**config.mk**
```make
export PLATFORM = sky130hd
export DESIGN_NAME = float2int32_seq
export DESIGN_NICKNAME = d
export VERILOG_FILES = /design/src/rtl/float2int32_seq.sv
export SDC_FILE = /design/constraint.sdc
export NUM_CORES = 1
export LEC_CHECK = 0
export ABC_AREA = 1
export BUFFER_PORTS_ARGS = -buffer_cell sky130_fd_sc_hd__buf_4
export CORE_UTILIZATION = 40
export CTS_BUF_LIST = sky130_fd_sc_hd__clkbuf_16
export CTS_CLUSTER_DIAMETER = 100
export CTS_CLUSTER_SIZE = 10
export DETAILED_ROUTE_END_ITERATION = 6
export GPL_TIMING_DRIVEN = 0
export SKIP_CTS_REPAIR_TIMING = 1
export SYNTH_ARGS = -nofsm -noshare
export SYNTH_HDL_FRONTEND = slang
export SYNTH_SLANG_ARGS = --single-unit
```
**constraint.sdc**
```tcl
create_clock -name clk -period 2.1 [get_ports clk]
set_clock_uncertainty 0.2 [all_clocks]
set_input_delay 0.21 -clock clk [delete_from_list [all_inputs] [get_ports clk]]
set_output_delay 0.21 -clock clk [all_outputs]
set_load 0.1 [all_outputs]
```
**src/rtl/float2int32_seq.sv**
```systemverilog
// Sequential IEEE-754 single-precision to signed 32-bit integer converter.
// Truncates toward zero, saturates on overflow/inf, one shift bit per cycle.
`timescale 1ns/1ps
module float2int32_seq #(
    parameter logic [31:0] SAT_POS = 32'h7FFFFFFF,
    parameter logic [31:0] SAT_NEG = 32'h80000000,
    parameter logic [31:0] NAN_VAL = 32'h00000000
) (
    input  logic        clk,
    input  logic        rst,
    input  logic        val,
    input  logic [31:0] in_f32,
    output logic        busy,
    output logic        rdy,
    output logic [31:0] out_int,
    output logic        ovf,
    output logic        nan
);

    localparam int unsigned W  = 32;
    localparam int unsigned EW = 8;
    localparam int unsigned FW = 23;
    localparam int unsigned NW = 5;

    typedef enum logic [1:0] {IDLE, SHIFT, DONE} state_t;
    typedef enum logic [1:0] {CLS_NUM, CLS_ZERO, CLS_NAN, CLS_SAT} cls_t;

    state_t          r_state;
    cls_t            r_cls;
    logic            r_sign;
    logic            r_left;
    logic            r_sat_ovf;
    logic [W-1:0]    r_mag;
    logic [NW-1:0]   r_n;
    logic            r_busy;
    logic            r_rdy;
    logic [W-1:0]    r_out;
    logic            r_ovf;
    logic            r_nan;

    logic [EW-1:0]   w_exp;
    logic [FW-1:0]   w_frac;
    cls_t            w_cls;
    logic [NW-1:0]   w_n;
    logic            w_left;
    logic            w_sat_ovf;
    logic [W-1:0]    w_res;

    assign w_exp  = in_f32[30:23];
    assign w_frac = in_f32[22:0];

    // Classify the incoming operand; shift count is |E - 150| (i.e. |e - 23|)
    always_comb begin
        w_cls     = CLS_NUM;
        w_n       = '0;
        w_left    = 1'b0;
        w_sat_ovf = 1'b1;
        if (w_exp == 8'hFF && w_frac != '0) begin
            w_cls = CLS_NAN;
        end else if (w_exp == 8'hFF) begin
            w_cls = CLS_SAT;
        end else if (w_exp >= 8'd158) begin
            w_cls     = CLS_SAT;
            w_sat_ovf = (in_f32 != 32'hCF000000);
        end else if (w_exp < 8'd127) begin
            w_cls = CLS_ZERO;
        end else if (w_exp >= 8'd150) begin
            w_left = 1'b1;
            w_n    = NW'(w_exp - 8'd150);
        end else begin
            w_n    = NW'(8'd150 - w_exp);
        end
    end

    // Final value loaded on the edge entering DONE
    always_comb begin
        w_res = '0;
        case (r_cls)
            CLS_NAN:  w_res = NAN_VAL;
            CLS_SAT:  w_res = r_sign ? SAT_NEG : SAT_POS;
            CLS_ZERO: w_res = '0;
            default:  w_res = r_sign ? (W'(0) - r_mag) : r_mag;
        endcase
    end

    always_ff @(posedge clk or negedge rst) begin
        if (!rst) begin
            r_state   <= IDLE;
            r_cls     <= CLS_ZERO;
            r_sign    <= 1'b0;
            r_left    <= 1'b0;
            r_sat_ovf <= 1'b0;
            r_mag     <= '0;
            r_n       <= '0;
            r_busy    <= 1'b0;
            r_rdy     <= 1'b0;
            r_out     <= '0;
            r_ovf     <= 1'b0;
            r_nan     <= 1'b0;
        end else begin
            r_rdy <= 1'b0;
            case (r_state)
                IDLE: begin
                    if (val) begin
                        r_sign    <= in_f32[31];
                        r_mag     <= {8'd0, 1'b1, w_frac};
                        r_cls     <= w_cls;
                        r_n       <= w_n;
                        r_left    <= w_left;
                        r_sat_ovf <= w_sat_ovf;
                        r_busy    <= 1'b1;
                        r_state   <= SHIFT;
                    end
                end
                SHIFT: begin
                    if (r_n != '0) begin
                        r_mag <= r_left ? (r_mag << 1) : (r_mag >> 1);
                        r_n   <= r_n - NW'(1);
                    end else begin
                        r_out   <= w_res;
                        r_ovf   <= (r_cls == CLS_SAT) && r_sat_ovf;
                        r_nan   <= (r_cls == CLS_NAN);
                        r_rdy   <= 1'b1;
                        r_state <= DONE;
                    end
                end
                DONE: begin
                    r_busy  <= 1'b0;
                    r_state <= IDLE;
                end
                default: begin
                    r_busy  <= 1'b0;
                    r_state <= IDLE;
                end
            endcase
        end
    end

    assign busy    = r_busy;
    assign rdy     = r_rdy;
    assign out_int = r_out;
    assign ovf     = r_ovf;
    assign nan     = r_nan;

endmodule

```
==> results.json, run 1 <==
{
  "ys_ff_latch": 80,
  "grt_pass1_wl_mm": 25.50,
  "reg2reg_slack_ns": 0.12,
  "final_common_cell": "nand2_1",
  "layout.cells.most_common_list": "nand2_1, o21ai_0, inv_1, dfrtp_1, buf_4",
  "critical-path-top-delay-family": "buffers and inverters",
  "fin_nets": 838,
  "slowest_stage": "dfrtp_1",
  "synthXorXnorAreaFrac_pct": 1.028,
  "place_hpwl_mm": 11.60,
  "hold_class": "input port to flip-flop",
  "ios": 71,
  "fin_crit_ns": 1.978,
  "ys_warn_count": 0,
  "synth_seq_area_share_pct": 39.19,
  "clock_latency_ns": 0.35,
  "synthesis.area_sq_mm": 0.005111,
  "worst-setup-path-type": "flip-flop to flip-flop",
  "routedWlPerCell_microns": 16.22,
  "postRouteAntennaNets": 0,
  "fin_crit_sh_pct": 94.18,
  "grt_util_met2_pct": 38.51,
  "core-area_sq_mm": 0.01221,
  "crit_buf_inv": 3,
  "gp_congestion": 0.9017,
  "vias": 5156,
  "slew_headroom_pct": 29.45,
  "first_pass_iters": 7,
  "diodes": 0,
  "ys_types": 35,
  "synth_top_family_by_area": "simple AND/OR/NAND/NOR gates",
  "die_y_microns": 115.0,
  "rsz0062_at_grt": "yes",
  "ctsLongestPathBuffers": 2,
  "finalHoldViolCount": 0,
  "grtUsageMet1_pct": 36.03,
  "critPathMaxFanout": 10,
  "drive_gt1_share_pct": 18.27,
  "maxSlewViolCount": 0,
  "synthAdderAreaFrac_pct": 1.958,
  "outcome": "finished, violations left",
  "path_clk_slew_ns": 0.06,
  "crit_required_ns": 2.13,
  "postLayoutCoreUtil_pct": 50.96,
  "die_w_microns": 115.0,
  "syn_nets": 752,
  "drc": 2,
  "worstSetupEndpointType": "flip-flop",
  "critPathArrivalTime_ns": 2.01,
  "grt_max_degree": 81,
  "muxShareOfSynthArea_pct": 0,
  "wl_mm": 15.68,
  "grt.met3_usage_pct": 5.219,
  "fp-row-count": 40,
  "critPathLaunchType": "flip-flop",
  "fin_setup_tns_ns": 0,
  "antenna_found_initial": 0,
  "setup_viol_count_final": 0,
  "viasPerCell": 5.332,
  "worstPathCellList": "inv_2 > ha_1 > nand3_1 > nor2_4 > buf_4 > o21ai_4 > buf_4 > o21ai_1 > a21oi_1 > nor2_1",
  "start_util_pct": 41.85,
  "cts_max_level": 3,
  "max_stage_delay_ns": 0.35,
  "track_usage_pct": 25.31,
  "overflow": 0,
  "drv_cap": 0,
  "cts.sinks": 80,
  "cts_tree": "built",
  "drt_iter0_markers": 531,
  "synth_cells": 709,
  "cpMostUsedCell": "buf_4",
  "grt.busiest_layer": "met2",
  "max_freq_mhz": 505.6,
  "die_area_sq_mm": 0.01323,
  "worst_pin_slew_ns": 1.058,
  "cts_buffers": 9,
  "synthSimpleGateAreaFrac_pct": 26.17,
  "portBuffers": 70,
  "violations": "design-rule violations",
  "syn2layout_area_growth_pct": 21.76,
  "synth-compound-area-share_pct": 22.11,
  "cts_root_buf": "clkbuf_16",
  "avgSynthCellArea_sq_um": 7.209,
  "grt_pass1_vias": 4925
}
## Yosys cell counts
cell	number	area share [%]
buf_2	18	1.8
xor2_1	4	0.69
nor2_8	1	0.39
ha_1	8	2.0
nor2_4	1	0.22
nand3b_1	2	0.29
nand4_1	14	1.7
inv_1	83	6.1
dfstp_2	1	0.51
o21ai_4	1	0.32
nand2_1	136	10
a22oi_1	2	0.29
o211ai_1	11	1.6
nor3_1	2	0.20
nor2_1	59	4.3
xnor2_1	2	0.34
a21oi_1	42	4.1
nor2_2	3	0.37
buf_4	1	0.15
nand2_2	6	0.73
clkbuf_1	12	0.88
nand3_1	60	5.9
dfrtp_1	79	39
o21ai_1	4	0.39
a21boi_1	2	0.29
buf_6	2	0.44
a2bb2oi_1	17	2.9
or2_2	15	1.8
inv_2	3	0.22
a21oi_2	2	0.34
a21boi_0	10	1.5
a31oi_1	1	0.12
o31ai_1	1	0.15
nand2_4	1	0.22
o21ai_0	103	10
## sequential cells by signal, indices dropped and copies added (netlist names), 2 cells and up
name / flops
r_state: 2
r_n: 5
r_cls: 2
r_mag: 32
out_int: 32
## metal layers
metal / vias up / share of wire [%]
met3: 17 / 7.0
met4: 0 / 1.5
met2: 203 / 44
met1: 2409 / 47
li1: 2527 / -
met5: - / 0
## worst min-delay path: cells and delay by family
family	cells	cell delay (ns)
buffers and inverters	1	0.08
and+or+nand+nor	3	0.28
## cell families (layout without fill, tap and decap cells)
kind of cell	Yosys count	count (layout)
AND/OR/NAND/NOR	300	300
AO/OA/AOI/OAI	196	196
buffers and inverters	119	209
flip-flops	80	80
adder cells (fa/ha/maj)	8	8
XOR/XNOR	6	6
## path summary, 6_finish.rpt
kind                         from     endpoint  cells after the start
min reg2reg                r_n[2]       r_n[2]                      2
min in group asynchronous     rst     r_mag[7]                      2
max in group asynchronous     rst  out_int[26]                      2
min                           val     r_cls[0]                      4
max                        r_n[0]       r_n[4]                     10
max reg2reg                r_n[0]       r_n[4]                     10
## area by class of cell
| type | count | area (sq um) |
|---|---|---|
| Sequential cell | 80 | 2003 |
| Buffer | 33 | 176.4 |
| Clock buffer | 9 | 225.2 |
| Inverter | 86 | 325.3 |
| Timing Repair Buffer | 75 | 573.1 |
| Multi-Input combinational cell | 510 | 2633 |
| Tap cell | 168 | 210.2 |
| Fill cell | 1249 | 5988 |
| Clock inverter | 6 | 77.57 |
## per-stage QoR
step,setup slack [ns],cell area [sq um],instances,hold slack (ns)
2_1_floorplan,0.3866,5111,709,-0.2856
3_3_place_gp,0.09937,5847,947,0.2419
3_5_place_dp,0.06385,5847,947,0.2428
4_1_cts,0.05382,6150,962,-0.1222
5_1_grt,-0.002451,6223,967,0.04813
6_report,0.1223,6223,967,0.04256
Power of run 1 is not shown: default switching activity piles up to over one toggle a cycle in this logic, so the estimate is an artifact.
==> run 2: changes to the inputs <==
--- a/config.mk
+++ b/config.mk
@@ -13,6 +13,7 @@
 export CTS_CLUSTER_SIZE = 10
 export DETAILED_ROUTE_END_ITERATION = 6
 export GPL_TIMING_DRIVEN = 0
+export RECOVER_POWER = 100
 export SKIP_CTS_REPAIR_TIMING = 1
 export SYNTH_ARGS = -nofsm -noshare
 export SYNTH_HDL_FRONTEND = slang
==> run 2 against run 1 <==
The flow now finishes without violations. Die area did not move. Design area fell by 1.5%. Routed wire length fell by 0.23%. Register-to-register slack barely moved. Via count barely moved. Critical path type unchanged. Largest cell class unchanged.
==> results.json, run 2 (synthesis results as in run 1) <==
{
  "fin_nets": 838,
  "worst-setup-path-type": "flip-flop to flip-flop",
  "cts_buffers": 9,
  "cts_tree": "built",
  "rsz0062_at_grt": "yes",
  "placedCellCount": 947,
  "regArea_sq_mm": 0.002003,
  "diodes": 0,
  "first_pass_iters": 5,
  "grt_pass1_vias": 4925,
  "track_usage_pct": 25.31,
  "cts_root_buf": "clkbuf_16",
  "wl_mm": 15.65,
  "core-area_sq_mm": 0.01221,
  "fillers": 1271,
  "postRouteAntennaNets": 0,
  "place_hpwl_mm": 11.60,
  "worst_pin_slew_ns": 1.154,
  "finalHoldViolCount": 0,
  "drv_cap": 0,
  "cts.sinks": 80,
  "viasPerCell": 5.327,
  "clock_latency_ns": 0.35,
  "die_area_sq_mm": 0.01323,
  "worstSetupEndpointType": "flip-flop",
  "start_util_pct": 41.85,
  "overflow": 0,
  "fin_crit_ns": 1.985,
  "routedWlPerCell_microns": 16.18,
  "vias": 5151,
  "drive_gt1_share_pct": 18.15,
  "reg2reg_slack_ns": 0.12,
  "slew_headroom_pct": 23.10,
  "final_common_cell": "nand2_1",
  "ctsLongestPathBuffers": 2,
  "setup_viol_count_final": 0,
  "layout.cells.most_common_list": "nand2_1, o21ai_0, inv_1, dfrtp_1, nand3_1",
  "grt_max_degree": 81,
  "drc": 0,
  "fp-row-count": 40,
  "max_stage_delay_ns": 0.35,
  "portBuffers": 70,
  "ios": 71,
  "gp_congestion": 0.9017,
  "postLayoutCoreUtil_pct": 50.20,
  "die_y_microns": 115.0,
  "multi_input_comb_area_sq_mm": 0.002630,
  "max_freq_mhz": 503.9,
  "cts_max_level": 3,
  "die_w_microns": 115.0,
  "outcome": "finished, final reports clean",
  "critPathLaunchType": "flip-flop",
  "critPathArrivalTime_ns": 2.02,
  "fin_cells": 967,
  "critPathMaxFanout": 10,
  "antenna_found_initial": 0,
  "hold_class": "input port to flip-flop",
  "syn2layout_area_growth_pct": 19.95,
  "path_clk_slew_ns": 0.06,
  "drt_iter0_markers": 548,
  "worstPathCellList": "inv_2 > ha_1 > nand3_1 > nor2_4 > buf_4 > o21ai_4 > buf_4 > o21ai_1 > a21oi_1 > nor2_1",
  "cpMostUsedCell": "buf_4",
  "crit_required_ns": 2.14,
  "grt_pass1_wl_mm": 25.50,
  "slowest_stage": "dfrtp_1",
  "maxSlewViolCount": 0,
  "fin_crit_sh_pct": 94.51
}
-- run 2: area by class of cell --
| type | count | area share (%) |
|---|---|---|
| sequential | 80 | 32.67 |
| multi-input combinational | 510 | 42.90 |
| clock buffer | 9 | 3.673 |
| timing repair buffer | 75 | 7.878 |
| clock inverter | 6 | 1.265 |
| buffer | 33 | 2.878 |
| inverter | 86 | 5.306 |
| tap | 168 | 3.429 |
-- run 2: worst max-delay path: cells and delay by family (launching register included) --
| family | cells | cell delay, ns |
|---|---|---|
| buffers and inverters | 3 | 0.43 |
| AND/OR/NAND/NOR | 3 | 0.26 |
| AO/OA/AOI/OAI | 3 | 0.43 |
| adder cells (fa/ha/maj) | 1 | 0.20 |
| flip-flops | 1 | 0.35 |
-- run 2: routing by layer --
metal / wire length [microns] / global-route usage, % / up-vias
met3: 1133 / 5.219 / 19
met1: 7433 / 36.03 / 2388
met5: 0 / 0 / -
met4: 284 / 7.879 / 0
li1: - / - / 2529
met2: 6794 / 38.51 / 215
-- run 2: final timing paths --
check,startpoint,cells past startpoint,to
setup / recovery,r_n[0],10,r_n[4]
hold / removal,in_f32[0],3,r_mag[0]
setup reg to reg,r_n[0],10,r_n[4]
hold reg to reg,r_n[2],2,r_n[2]
max in group asynchronous,rst,2,out_int[26]
min in group asynchronous,rst,2,r_mag[7]
-- run 2: metrics by stage --
step	setup WS, ns	hold slack [ns]	area (sq um)	setup TNS, ns
2_1_floorplan	0.3866	-0.2856	5111	0
3_3_place_gp	0.09937	0.2419	5847	0
3_5_place_dp	0.06385	0.2428	5847	0
4_1_cts	0.05382	-0.1222	6150	0
5_1_grt	-0.002451	0.04813	6131	-0.004771
6_report	0.1154	0.04558	6131	0
Power of run 2 is left out for the same reason.
